$ cat src/rtl/fir_host_pkg.sv
// -----------------------------------------------------------------------------
// fir_host_pkg
// Shared types and constants for the FIR host sequencer:
//   - state_e       : sequencer states (IDLE, LOAD_ACC, LOAD_HOLD, RUN)
//   - COEF_HOLD     : cycles cload is held high per coefficient write
//   - *_DEF         : default widths/sizes used by the modules and interface
//   - sat_inc16     : saturating 16-bit increment for the sample counter
// -----------------------------------------------------------------------------
package fir_host_pkg;

  typedef enum logic [1:0] {
    IDLE      = 2'd0,
    LOAD_ACC  = 2'd1,
    LOAD_HOLD = 2'd2,
    RUN       = 2'd3
  } state_e;

  localparam int COEF_HOLD = 2;

  localparam int NTAPS_DEF       = 64;
  localparam int AW_DEF          = 6;
  localparam int DW_DEF          = 16;
  localparam int OW_DEF          = 32;
  localparam int SAMPLE_DIV_DEF  = 200;
  localparam int RFIFO_DEPTH_DEF = 4;

  function automatic logic [15:0] sat_inc16(input logic [15:0] v);
    return (v == 16'hFFFF) ? v : v + 16'd1;
  endfunction

endpackage

$ cat src/rtl/fir_host_if.sv
// -----------------------------------------------------------------------------
// fir_host_if
// Host-side stream bundle for the FIR sequencer:
//   s_valid/s_ready/s_data : upstream coefficient/sample word stream
//   r_valid/r_ready/r_data : result stream out of the result FIFO
// modport master : host/DMA side (drives s_valid, s_data, r_ready)
// modport slave  : sequencer side (drives s_ready, r_valid, r_data)
// -----------------------------------------------------------------------------
interface fir_host_if
  import fir_host_pkg::*;
#(
  parameter int DW = DW_DEF,
  parameter int OW = OW_DEF
);
  logic          s_valid;
  logic          s_ready;
  logic [DW-1:0] s_data;
  logic          r_valid;
  logic          r_ready;
  logic [OW-1:0] r_data;

  modport master (output s_valid, s_data, r_ready,
                  input  s_ready, r_valid, r_data);
  modport slave  (input  s_valid, s_data, r_ready,
                  output s_ready, r_valid, r_data);
endinterface

$ cat src/rtl/fir_host_rfifo.sv
// -----------------------------------------------------------------------------
// fir_host_rfifo
// Synchronous result FIFO, OW wide, DEPTH entries (power of 2, >= 2).
// Ports: clk, rstn (async active-low), push/wdata, pop, rdata (head, 0 when
// empty), full, empty. A push while full succeeds only if a pop happens in the
// same cycle; otherwise the word is dropped. Pop while empty is ignored.
// -----------------------------------------------------------------------------
module fir_host_rfifo
  import fir_host_pkg::*;
#(
  parameter int OW    = OW_DEF,
  parameter int DEPTH = RFIFO_DEPTH_DEF
) (
  input  logic          clk,
  input  logic          rstn,
  input  logic          push,
  input  logic [OW-1:0] wdata,
  input  logic          pop,
  output logic [OW-1:0] rdata,
  output logic          full,
  output logic          empty
);
  localparam int PW = $clog2(DEPTH);

  // Pointers carry one extra wrap bit to tell full from empty.
  logic [PW:0]   wr_ptr_q, wr_ptr_d, rd_ptr_q, rd_ptr_d;
  logic [OW-1:0] mem [DEPTH];
  logic          wr_en, rd_en;

  assign empty = (wr_ptr_q == rd_ptr_q);
  assign full  = (wr_ptr_q[PW] != rd_ptr_q[PW]) &&
                 (wr_ptr_q[PW-1:0] == rd_ptr_q[PW-1:0]);
  assign rd_en = pop && !empty;
  // When full, the slot being written is the one being popped this cycle.
  assign wr_en = push && (!full || rd_en);
  assign rdata = empty ? '0 : mem[rd_ptr_q[PW-1:0]];

  always_comb begin
    wr_ptr_d = wr_ptr_q;
    rd_ptr_d = rd_ptr_q;
    if (wr_en) wr_ptr_d = wr_ptr_q + (PW+1)'(1);
    if (rd_en) rd_ptr_d = rd_ptr_q + (PW+1)'(1);
  end

  // NOTE: sequential state uses non-blocking assignments so every flop samples
  // pre-edge values regardless of block ordering.
  always_ff @(posedge clk or negedge rstn) begin
    if (!rstn) begin
      wr_ptr_q <= '0;
      rd_ptr_q <= '0;
    end else begin
      wr_ptr_q <= wr_ptr_d;
      rd_ptr_q <= rd_ptr_d;
    end
  end

  // NOTE: storage is deliberately not reset; rdata is forced to 0 while empty,
  // so stale contents are never visible and the array maps to plain RAM/flops.
  always_ff @(posedge clk) begin
    if (wr_en) mem[wr_ptr_q[PW-1:0]] <= wdata;
  end

endmodule

$ cat src/rtl/fir_host_seq.sv
// -----------------------------------------------------------------------------
// fir_host_seq
// Host-side sequencer for the FIR core. Loads the first NTAPS stream words as
// coefficients (cload/caddr/cin, each held COEF_HOLD cycles), then paces the
// following words into the core as samples every SAMPLE_DIV cycles, and
// buffers core results in a small FIFO with ready/valid backpressure.
// Ports:
//   clk, rstn        : clock, asynchronous active-low reset
//   cfg_go, cfg_stop : start load (IDLE only) / abort load or end run
//   bus (slave)      : s_valid/s_ready/s_data in, r_valid/r_ready/r_data out
//   cload/caddr/cin  : coefficient write port to the core
//   start/din/valid_in : run enable and sample strobe to the core
//   dout/valid_out   : core result input
//   load_done        : high while running
//   underrun/overflow/sample_cnt : sticky status and sample count
// Macro FIR_HOST_STATUS_EN: when defined, the status outputs are implemented;
// when undefined they are tied to 0 and their logic is absent.
// -----------------------------------------------------------------------------
module fir_host_seq
  import fir_host_pkg::*;
#(
  parameter int NTAPS       = NTAPS_DEF,
  parameter int AW          = AW_DEF,
  parameter int DW          = DW_DEF,
  parameter int OW          = OW_DEF,
  parameter int SAMPLE_DIV  = SAMPLE_DIV_DEF,
  parameter int RFIFO_DEPTH = RFIFO_DEPTH_DEF
) (
  input  logic          clk,
  input  logic          rstn,
  input  logic          cfg_go,
  input  logic          cfg_stop,
  fir_host_if.slave     bus,
  output logic          cload,
  output logic [AW-1:0] caddr,
  output logic [DW-1:0] cin,
  output logic          start,
  output logic [DW-1:0] din,
  output logic          valid_in,
  input  logic [OW-1:0] dout,
  input  logic          valid_out,
  output logic          load_done,
  output logic          underrun,
  output logic          overflow,
  output logic [15:0]   sample_cnt
);
  localparam int DIVW = $clog2(SAMPLE_DIV);
  localparam int HW   = (COEF_HOLD > 1) ? $clog2(COEF_HOLD) : 1;

  state_e          state_q, state_d;
  logic            cload_q, cload_d;
  logic [AW-1:0]   caddr_q, caddr_d;
  logic [DW-1:0]   cin_q, cin_d;
  logic [DW-1:0]   din_q, din_d;
  logic            valid_in_q, valid_in_d;
  logic [DIVW-1:0] div_cnt_q, div_cnt_d;
  logic [HW-1:0]   hold_cnt_q, hold_cnt_d;
  logic            s_ready;
  logic            clr_status, smp_strobe, underrun_evt, ovf_evt;
  logic            fifo_full, fifo_empty, r_pop;

  // NOTE: every always_comb output gets a default first, so no path leaves a
  // signal unassigned and no latch is inferred.
  always_comb begin
    state_d      = state_q;
    cload_d      = cload_q;
    caddr_d      = caddr_q;
    cin_d        = cin_q;
    din_d        = din_q;
    valid_in_d   = 1'b0;
    div_cnt_d    = div_cnt_q;
    hold_cnt_d   = hold_cnt_q;
    s_ready      = 1'b0;
    clr_status   = 1'b0;
    smp_strobe   = 1'b0;
    underrun_evt = 1'b0;
    unique case (state_q)
      IDLE: begin
        cload_d   = 1'b0;
        caddr_d   = '0;
        cin_d     = '0;
        din_d     = '0;
        div_cnt_d = '0;
        if (cfg_go && !cfg_stop) begin
          state_d    = LOAD_ACC;
          clr_status = 1'b1;
        end
      end
      LOAD_ACC: begin
        s_ready = 1'b1;
        if (cfg_stop) begin
          state_d = IDLE;
          cload_d = 1'b0;
          caddr_d = '0;
        end else if (bus.s_valid) begin
          cin_d      = bus.s_data;
          cload_d    = 1'b1;
          hold_cnt_d = '0;
          state_d    = LOAD_HOLD;
        end
      end
      LOAD_HOLD: begin
        if (cfg_stop) begin
          state_d = IDLE;
          cload_d = 1'b0;
          caddr_d = '0;
        end else if (hold_cnt_q == HW'(COEF_HOLD - 1)) begin
          cload_d = 1'b0;
          caddr_d = caddr_q + AW'(1);   // wraps to 0 after the last tap
          if (caddr_q == AW'(NTAPS - 1)) begin
            state_d   = RUN;
            div_cnt_d = '0;
          end else begin
            state_d = LOAD_ACC;
          end
        end else begin
          hold_cnt_d = hold_cnt_q + HW'(1);
        end
      end
      RUN: begin
        s_ready   = (div_cnt_q == '0);
        div_cnt_d = (div_cnt_q == DIVW'(SAMPLE_DIV - 1)) ? '0 : div_cnt_q + DIVW'(1);
        if (div_cnt_q == '0) begin
          if (bus.s_valid) begin
            din_d      = bus.s_data;
            valid_in_d = 1'b1;
            smp_strobe = 1'b1;
          end else begin
            underrun_evt = 1'b1;
          end
        end
        // A word accepted in the stop cycle still produces its strobe.
        if (cfg_stop) state_d = IDLE;
      end
      default: state_d = IDLE;
    endcase
  end

  always_ff @(posedge clk or negedge rstn) begin
    if (!rstn) begin
      state_q    <= IDLE;
      cload_q    <= 1'b0;
      caddr_q    <= '0;
      cin_q      <= '0;
      din_q      <= '0;
      valid_in_q <= 1'b0;
      div_cnt_q  <= '0;
      hold_cnt_q <= '0;
    end else begin
      state_q    <= state_d;
      cload_q    <= cload_d;
      caddr_q    <= caddr_d;
      cin_q      <= cin_d;
      din_q      <= din_d;
      valid_in_q <= valid_in_d;
      div_cnt_q  <= div_cnt_d;
      hold_cnt_q <= hold_cnt_d;
    end
  end

  assign bus.s_ready = s_ready;
  assign cload       = cload_q;
  assign caddr       = caddr_q;
  assign cin         = cin_q;
  assign din         = din_q;
  assign valid_in    = valid_in_q;
  assign start       = (state_q == RUN);
  assign load_done   = (state_q == RUN);

  // Result path runs in every state, independent of the sequencer.
  assign bus.r_valid = !fifo_empty;
  assign r_pop       = !fifo_empty && bus.r_ready;
  assign ovf_evt     = valid_out && fifo_full && !r_pop;

  fir_host_rfifo #(.OW(OW), .DEPTH(RFIFO_DEPTH)) u_rfifo (
    .clk   (clk),
    .rstn  (rstn),
    .push  (valid_out),
    .wdata (dout),
    .pop   (r_pop),
    .rdata (bus.r_data),
    .full  (fifo_full),
    .empty (fifo_empty)
  );

`ifdef FIR_HOST_STATUS_EN
  logic        underrun_q, underrun_d;
  logic        overflow_q, overflow_d;
  logic [15:0] sample_cnt_q, sample_cnt_d;

  always_comb begin
    underrun_d   = underrun_q;
    overflow_d   = overflow_q;
    sample_cnt_d = sample_cnt_q;
    if (clr_status) begin
      underrun_d   = 1'b0;
      overflow_d   = 1'b0;
      sample_cnt_d = '0;
    end else begin
      if (underrun_evt) underrun_d   = 1'b1;
      if (ovf_evt)      overflow_d   = 1'b1;
      if (smp_strobe)   sample_cnt_d = sat_inc16(sample_cnt_q);
    end
  end

  always_ff @(posedge clk or negedge rstn) begin
    if (!rstn) begin
      underrun_q   <= 1'b0;
      overflow_q   <= 1'b0;
      sample_cnt_q <= '0;
    end else begin
      underrun_q   <= underrun_d;
      overflow_q   <= overflow_d;
      sample_cnt_q <= sample_cnt_d;
    end
  end

  assign underrun   = underrun_q;
  assign overflow   = overflow_q;
  assign sample_cnt = sample_cnt_q;
`else
  logic unused_status;
  assign unused_status = ^{clr_status, smp_strobe, underrun_evt, ovf_evt};
  assign underrun      = 1'b0;
  assign overflow      = 1'b0;
  assign sample_cnt    = '0;
`endif

endmodule

$ cat src/flat_wrapper.sv
// flat-port wrapper written by rule: the top's interface ports become plain ports
module fir_host_seq_flat import fir_host_pkg::*;
#(
  parameter int NTAPS       = NTAPS_DEF,
  parameter int AW          = AW_DEF,
  parameter int DW          = DW_DEF,
  parameter int OW          = OW_DEF,
  parameter int SAMPLE_DIV  = SAMPLE_DIV_DEF,
  parameter int RFIFO_DEPTH = RFIFO_DEPTH_DEF
)
  (clk, rstn, cfg_go, cfg_stop, cload, caddr, cin, start, din, valid_in, dout, valid_out, load_done, underrun, overflow, sample_cnt, bus_s_valid, bus_s_data, bus_r_ready, bus_s_ready, bus_r_valid, bus_r_data);
  fir_host_if #(.DW(DW), .OW(OW)) bus_i ();
  input  logic clk;
  input  logic rstn;
  input  logic cfg_go;
  input  logic cfg_stop;
  output logic cload;
  output logic [AW-1:0] caddr;
  output logic [DW-1:0] cin;
  output logic start;
  output logic [DW-1:0] din;
  output logic valid_in;
  input  logic [OW-1:0] dout;
  input  logic valid_out;
  output logic load_done;
  output logic underrun;
  output logic overflow;
  output logic [15:0] sample_cnt;
  input wire logic [$bits(bus_i.s_valid)-1:0] bus_s_valid;
  input wire logic [$bits(bus_i.s_data)-1:0] bus_s_data;
  input wire logic [$bits(bus_i.r_ready)-1:0] bus_r_ready;
  output wire logic [$bits(bus_i.s_ready)-1:0] bus_s_ready;
  output wire logic [$bits(bus_i.r_valid)-1:0] bus_r_valid;
  output wire logic [$bits(bus_i.r_data)-1:0] bus_r_data;
  assign bus_i.s_valid = bus_s_valid;
  assign bus_i.s_data = bus_s_data;
  assign bus_i.r_ready = bus_r_ready;
  assign bus_s_ready = bus_i.s_ready;
  assign bus_r_valid = bus_i.r_valid;
  assign bus_r_data = bus_i.r_data;
  fir_host_seq #(.NTAPS(NTAPS), .AW(AW), .DW(DW), .OW(OW), .SAMPLE_DIV(SAMPLE_DIV), .RFIFO_DEPTH(RFIFO_DEPTH)) u_core (.clk(clk), .rstn(rstn), .cfg_go(cfg_go), .cfg_stop(cfg_stop), .bus(bus_i), .cload(cload), .caddr(caddr), .cin(cin), .start(start), .din(din), .valid_in(valid_in), .dout(dout), .valid_out(valid_out), .load_done(load_done), .underrun(underrun), .overflow(overflow), .sample_cnt(sample_cnt));
endmodule
$ cat config.mk
export PLATFORM = sky130hd
export DESIGN_NAME = fir_host_seq_flat
export DESIGN_NICKNAME = d
export VERILOG_FILES = /design/src/rtl/fir_host_pkg.sv /design/src/rtl/fir_host_if.sv /design/src/rtl/fir_host_rfifo.sv /design/src/rtl/fir_host_seq.sv /design/src/flat_wrapper.sv
export SDC_FILE = /design/constraint.sdc
export NUM_CORES = 1
export LEC_CHECK = 0
export CORE_MARGIN = 2
export CORE_UTILIZATION = 43
export DETAILED_ROUTE_END_ITERATION = 10
export GPL_TIMING_DRIVEN = 0
export PLACE_DENSITY = 0.72
export SETUP_SLACK_MARGIN = 0.4
export SLEW_MARGIN = 40
export SYNTH_ARGS = -nofsm -noshare
export SYNTH_HDL_FRONTEND = slang
export SYNTH_SLANG_ARGS = --single-unit
$ cat constraint.sdc
create_clock -name clk -period 3.4 [get_ports clk]
set_clock_uncertainty 0.1 [all_clocks]
set_input_delay 0.34 -clock clk [delete_from_list [all_inputs] [get_ports clk]]
set_output_delay 0.34 -clock clk [all_outputs]
set_load 0.01 [all_outputs]
==> results summary, run 1 <==
The share of total power dissipated in sequential elements is 0.386. The total CTS buffers is 17. The share of synthesized area in the top cell type comes to 0.507. The detailed-route via count came out at 4,498.

Using the TritonRoute via totals, the vias-per-cell ratio works out to 5.09. The cell with the most instances after synthesis is sky130_fd_sc_hd__edfxtp_1. The number of flip-flops and latches in the synthesized netlist is 185. The post-synthesis async set-or-reset flop share is 0.308. The minimum clock period after layout is 2.90 ns. After global routing the overflow that remains totals 0.

The most used flip-flop cell after synthesis is sky130_fd_sc_hd__edfxtp_1. The post-synthesis instance area came out at 0.00759 sq mm. The Yosys step of the flow raised 0 warnings.

The total I/O pin count came out at 149. By area the synthesized netlist is led by sky130_fd_sc_hd__edfxtp_1, sky130_fd_sc_hd__dfrtp_1, sky130_fd_sc_hd__mux4_2. The total wire length came out at 15,200 um. In this run, synthesis inferred 128 flip-flops with an integrated enable. The maximum number of pins on one net before global-route repair is 35. The first-pass GRT wire length came out at 24,100 um. Setup repair after global routing left no endpoint under its margin. The total track usage came out at 0.170. The part of the cycle the worst path needs came out at 0.853.

The power density over the cells is 767 mW/mm^2. The die covers 0.0187 sq mm. The hold-critical path depth is 2. The starting DRC count in detailed routing is 258. The average detailed-routed wire length per instance came out at 17.2 um. At the end of routability-driven placement, the weighted congestion stood at 0.804. The number of instances in the synthesized netlist is 476.

For the worst setup path, the data required time is 2.96 ns. The average size of a mapped cell is 15.9 sq um. The fmax came out at 0.345 GHz. The tree built by TritonCTS fans out to 185 sinks. The highest ir drop seen on vdd is 0.000559 V. Of the cells placed in the final design, the portion with a size suffix greater than 1 is 0.178. The y dimension of the die is 137 um. The portion of total power attributed to the clock network is 0.249. TritonCTS built the clock tree. Buffers placed on the I/O ports in this run total 129. The fraction of power consumed by combinational cells is 0.365. The number of nets in the layout came out at 708. The clock transition at the registers of the reported paths came out at 0.07 ns. The starting density of the core is 0.439. The final count of pins violating max slew is 0.

The total cell area at the placement stage came out at 0.00925 sq mm. The final design instance area without fill is 0.00990 sq mm. Summed over all nets, the switching power comes to 2260 uW.

The half-perimeter wire length after detailed placement came out at 10,200 um. STA classifies the critical path startpoint as a flop. The number of antenna violations at the first check in global routing came to 1. The number of iterations in the first detailed-routing pass is 5. The latest clock arrival within the worst-skew pair is 0.43 ns. The area growth from synthesis to final layout came out at 30.5%. The sequential area share after synthesis is 0.694.

The design internal power came out at 5330 uW. CTS placed an instance of sky130_fd_sc_hd__clkbuf_16 at the clock tree root. The critical path is of the flop to output pin type.

Counting instances in the post-synthesis netlist gives the leading cell types as sky130_fd_sc_hd__edfxtp_1, sky130_fd_sc_hd__dfrtp_1, sky130_fd_sc_hd__nand2_1. The critical path data arrival time came out at 2.46 ns. The flow ran to the end, and the final reports show no timing, DRC or antenna violations. The transition time at the pin with the least slew margin is 0.616 ns. The tool flagged a number of max-cap violations equal to 0. The number of different library cells in the post-synthesis netlist came out at 45. Summed over all cells, the static leakage comes to 0.00375 uW. The hold violation count in the final report is 0. The DRC violation count after routing is 0. The count of cells along the worst register-to-register path is 4.

Overall power consumption after layout is estimated at 7590 uW. The sum of negative setup slack came out at 0 ns. Once layout is complete, the utilization of the core stands at 0.572. The via count of the first global-routing pass came out at 4,708. The endpoint class of the critical path is an output pin. The critical-path maximum fanout came out at 4. The number of rows in the core area is 48. The deepest level of the CTS H-tree came out at 4. The area of the placeable core came out at 0.0173 sq mm. The final antenna-violating net count is 0. In this run the horizontal extent of the chip is 137 um. The net switching fraction of the power is 0.298.

The clock passes through at most 2 buffers. In this run the tightest slew margin relative to its limit is 0.586. Setup violations remaining at the end of the flow were counted as 0. In this run the worst hold path is classified as primary input to flop. The synthesized design spends more area on one cell type than any other, namely sky130_fd_sc_hd__edfxtp_1.
## through the flow
stage,cells,setup slack (ns),hold WS [ns]
2_1_floorplan,493,1.07,-0.0556
3_3_place_gp,847,0.226,0.376
3_5_place_dp,848,0.755,0.170
4_1_cts,881,0.398,0.0393
5_1_grt,883,0.412,0.0476
6_report,884,0.499,0.0511
## sequential cells by signal, summed over array words and instances, names as in the netlist, 2 cells and up
signal,count
u_core.din,16
u_core.state_q,2
u_core.div_cnt_q,8
u_core.u_rfifo.wr_ptr_q,3
u_core.cin,16
u_core.u_rfifo.rd_ptr_q,3
u_core.u_rfifo.mem,128
u_core.caddr,6
## layer usage
layer,up-vias,GRT usage,share of wire
met5,-,0,0
met4,0,0.0613,0.013
met3,18,0.0415,0.066
met2,145,0.290,0.51
met1,2246,0.211,0.41
li1,2089,-,-
## kinds of logic (layout without fill, tap and decap cells)
| group | Yosys count | count (layout) | synth area share |
|---|---|---|---|
| AOI/OAI and AO/OA | 63 | 63 | 0.0594 |
| xor gates and xnor gates | 11 | 11 | 0.0127 |
| adders and majority gates | 8 | 8 | 0.0132 |
| buffers and inverters | 51 | 216 | 0.0374 |
| DFF | 185 | 185 | 0.694 |
| muxes | 34 | 34 | 0.0979 |
| other | 1 | 19 | 0.000494 |
| and+or+nand+nor | 123 | 123 | 0.0844 |
## critical path, cell delays in order (launching register included)
cell and delay [ns]:
sky130_fd_sc_hd__dfrtp_1 0.41, sky130_fd_sc_hd__inv_1 0.10, sky130_fd_sc_hd__ha_1 0.17, sky130_fd_sc_hd__nor4b_1 0.40, sky130_fd_sc_hd__nand2_1 0.09, sky130_fd_sc_hd__a21boi_0 0.26
sky130_fd_sc_hd__clkdlybuf4s50_1 0.60
## repair_timing
item                                   in CTS  in global routing
setup buffers                               0                  2
setup endpoints to repair                  29                 30
hold buffers                                1                  0
pin swaps                                   0                  1
endpoints found under the hold margin      23                  0
gates resized for setup                     9                  6
## worst paths after layout
check | startpoint | endpoint | slack (ns)
setup / recovery | u_core.div_cnt_q[0]$_DFFE_PN0P_ | bus_s_ready | 0.50
hold / removal | cfg_stop | u_core.state_q[1]$_DFFE_PN0P_ | 0.05
setup reg to reg | u_core.u_rfifo.rd_ptr_q[0]$_DFFE_PN0P_ | u_core.u_rfifo.mem[2][28]$_DFFE_PP_ | 1.26
hold reg to reg | u_core.u_rfifo.rd_ptr_q[2]$_DFFE_PN0P_ | u_core.u_rfifo.rd_ptr_q[2]$_DFFE_PN0P_ | 0.39
max in group asynchronous | rstn | u_core.cin[4]$_DFFE_PN0P_ | 2.47
min in group asynchronous | rstn | u_core.hold_cnt_q$_DFFE_PN0P_ | 0.24
## power by group through the flow
stage	sequential, uW	clock [uW]	combinational (uW)
detailed placement	2970	0	2730
finish	2930	1890	2770
CTS	2930	1930	2760
floorplan	2950	0	1480
global route	2960	2020	3000
global placement	2960	0	2680
## cells in the final DEF (no fill, tap or decap), drive strengths merged, types with 2 or more instances in the layout
cell type and n:
a211o 2, a211oi 3, a21o 3, a21oi 5
a22o 18, and2 36, and3 7, and4 2
buf 33, clkbuf 30, clkdlybuf4s50 128, clkinv 5
conb 18, dfrtp 57, edfxtp 128, ha 8
inv 18, mux2 2, mux4 32, nand2 41
nand2b 4, nand3 9, nand3b 3, nor2 10
nor2b 2, nor3 3, o21ai 23, xnor2 9
xor2 2
## area by class of cell
cell class | count | area, sq um
well taps | 225 | 282
flip-flops and latches | 185 | 5270
diodes | 1 | 2.50
repair buffers | 133 | 1330
plain buffers | 42 | 279
multi-input cells | 257 | 2120
clock inverters | 15 | 150
fillers | 1365 | 7400
inverters | 9 | 33.8
clock buffers | 17 | 425
Note: power is estimated with default switching activity, not from simulation.
==> run 2: changes to the inputs <==
==> constraint.sdc (replaced) <==
create_clock -name clk -period 3.4 [get_ports clk]
set_clock_uncertainty 0.1 [all_clocks]
set_input_delay 1.02 -clock clk [delete_from_list [all_inputs] [get_ports clk]]
set_output_delay 1.02 -clock clk [all_outputs]
set_load 0.01 [all_outputs]
==> results summary, run 2 (synthesis results as in run 1) <==
The run finished with clean final reports. The via count of the first global-routing pass is 4,851. Once detail routing completed, the nets flagged for antenna violations numbered 0. From left edge to right edge, the die measures 137 um. Across all setup checks in the final design, the least slack found is 0.250 ns. The area of the placeable core is 0.0173 sq mm. The latest clock arrival within the worst-skew pair came out at 0.43 ns. The library cell appearing most often on the critical path is sky130_fd_sc_hd__buf_6.

The reg-to-reg critical path startpoint is u_core.u_rfifo.rd_ptr_q[0]$_DFFE_PN0P_. The cell leakage power is 0.00415 uW. The floorplan die area came out at 0.0187 sq mm. After clock tree synthesis, the clock-pin slew on the worst setup and hold paths is 0.07 ns. From bottom edge to top edge, the die measures 137 um. The register cell area after layout came out at 0.00527 sq mm.

The detailed-route via count is 4,666. The utilization of the core after routing is 0.608. For this run, design rule violations remaining after detail routing come to 0. Following the worst setup path forward leads to its endpoint at bus_r_data[29]. In the layout the commonest cells are sky130_fd_sc_hd__edfxtp_1, sky130_fd_sc_hd__clkdlybuf4s50_1, sky130_fd_sc_hd__dfrtp_1. The power after layout is 8740 uW.

The number of nets in the layout is 743. The endpoint class of the critical path is an output pin. The kind of cell with the highest combined delay along the critical path is buffers and inverters. In this run the register-to-register setup slack is 1.08 ns. The pre-CTS worst setup slack is 0.0748 ns. The number of maximum-capacitance constraint violations came out at 0. The library cell used most frequently in the layout, excluding fill and tap cells, is sky130_fd_sc_hd__edfxtp_1. The starting density of the core is 0.439.

For this block, the routed nets add up to 16,300 um of wire. Setup repair after global routing could not meet its margin everywhere. The final count of pins violating max slew came out at 0. The number of rows in the core area is 48. The type of origin of the critical path is a flop. TritonCTS built the clock tree. The starting DRC count in detailed routing came out at 219.

For the pin with the worst max-slew slack, the measured transition is 0.620 ns. The area growth from synthesis to layout is 38.5%. The slowest stage of the critical path belongs to the cell sky130_fd_sc_hd__dfrtp_1. The fraction of final layout cells sized beyond drive strength 1 came out at 0.317. The sink count of the clock tree came out at 185. The critical path is of the flop to output pin type. The count of cells along the worst register-to-register path came out at 6.

Dividing the final minimum period by the clock period gives 0.927. The half-perimeter wire length after detailed placement is 10,200 um. In this run the critical register-to-register path is captured at u_core.u_rfifo.mem[3][28]$_DFFE_PP_.

The first-pass GRT wire length is 25,100 um. Setup violations remaining at the end of the flow were counted as 0. The sum of negative setup slack is 0 ns. IR analysis of the VDD net gives a maximum drop of 0.000556 V. The power density over the cells came out at 832 mW/mm^2. The mean number of vias per cell came out at 5.08.

The average detailed-routed wire length per instance is 17.7 um. For the worst setup path, the data arrival time is 2.03 ns. The total track usage is 0.177.

The minimum clock period after layout came out at 3.15 ns. In this run the worst path has a maximum fanout of 7. The number of fill cells in the layout came out at 1,289.

The path class of the lowest-slack min-delay path is primary input to asynchronous set/reset pin. The number of antenna diodes in the final layout is 0. The critical path contains buffers and inverters numbering 5 combined. The fmax is 0.317 GHz.

The number of input and output port buffers inserted came out at 129. The register with the most flip-flops in the layout has 128 of them. 149 I/O pins were placed. Counting buffers and inverters, the worst setup path is 8 cells deep.

Clock tree synthesis inserted a total of 17 buffers. Tracing the worst setup path back leads to its startpoint at u_core.u_rfifo.rd_ptr_q[0]$_DFFE_PN0P_. The maximum buffer depth of the clock tree is 2. The total area of multi-input combinational cells came out at 0.00223 sq mm. The number of iterations in the first detailed-routing pass is 5.

The hold violation count in the final report is 0. The signal on the critical path passes through buf_6, buf_6, xnor2_4, nand3b_1, buf_6, clkbuf_16, and2_1, buf_2. The routability congestion estimate from global placement is 0.804.

In this run the tightest slew margin relative to its limit is 0.584. Clock tree synthesis selected as its root buffer the cell sky130_fd_sc_hd__clkbuf_16. The number of antenna violations at the first check in global routing is 1. The maximum number of pins on one net before global-route repair is 35. STA puts the critical path data required time at 2.28 ns. For this run the aggregate overflow at the end of global routing stands at 0. The deepest level of the CTS H-tree came out at 4. The delay contributed by the slowest stage of the critical path came out at 0.39 ns.
## run 2: worst register-to-register path, cell delays in order, from the launching register on
cell                      delay, ns
sky130_fd_sc_hd__dfrtp_1       0.39
sky130_fd_sc_hd__buf_6         0.16
sky130_fd_sc_hd__buf_6         0.13
sky130_fd_sc_hd__xnor2_4       0.13
sky130_fd_sc_hd__buf_4         0.14
sky130_fd_sc_hd__a41oi_2       0.34
sky130_fd_sc_hd__and2_4        0.56
## run 2: per-layer routing
| metal | GRT usage | wire [um] |
|---|---|---|
| met1 | 0.220 | 6690 |
| met2 | 0.303 | 8320 |
| met3 | 0.0433 | 1050 |
| met4 | 0.0630 | 206 |
| met5 | 0 | 0 |
## run 2: worst min path at each step
stage	slack (ns)	end	cells after the start	start
floorplan	0.36	u_core.u_rfifo.wr_ptr_q[2]$_DFFE_PN0P_	1	u_core.u_rfifo.wr_ptr_q[2]$_DFFE_PN0P_
global placement	0.38	u_core.u_rfifo.wr_ptr_q[2]$_DFFE_PN0P_	1	u_core.u_rfifo.wr_ptr_q[2]$_DFFE_PN0P_
detailed placement	0.38	u_core.u_rfifo.rd_ptr_q[2]$_DFFE_PN0P_	1	u_core.u_rfifo.rd_ptr_q[2]$_DFFE_PN0P_
CTS	0.39	u_core.hold_cnt_q$_DFFE_PN0P_	1	rstn
global route	0.40	u_core.hold_cnt_q$_DFFE_PN0P_	1	rstn
finish	0.39	u_core.hold_cnt_q$_DFFE_PN0P_	1	rstn
## run 2: stage by stage
step | instances | hold WS, ns | instance area (sq um)
final | 918 | 0.387 | 10500
after global routing | 918 | 0.399 | 10500
after CTS | 906 | 0.390 | 10300
after detailed placement | 848 | 0.382 | 9250
after global placement | 847 | 0.376 | 9230
after floorplan | 493 | 0.361 | 7650
## run 2: timing repair
item | 4_1_cts | 5_1_grt
hold buffers | 0 | 0
endpoints found under the setup margin | 36 | 35
buffers inserted | 23 | 10
pin swaps | 31 | 21
gates resized for setup | 219 | 40
cloned | 3 | 2
## run 2: area by class of cell
type | instances | share of cell area
timing repair buffer | 168 | 0.166
inverter | 9 | 0.00321
clock inverter | 15 | 0.0143
sequential | 185 | 0.501
tap | 225 | 0.0268
multi-input combinational | 257 | 0.212
buffer | 42 | 0.0361
clock buffer | 17 | 0.0405
## run 2: where the power goes
part / switching (uW) / total (uW) / internal (uW)
logic: 1530 / 3910 / 2370
registers: 117 / 2940 / 2820
clock network: 917 / 1900 / 982
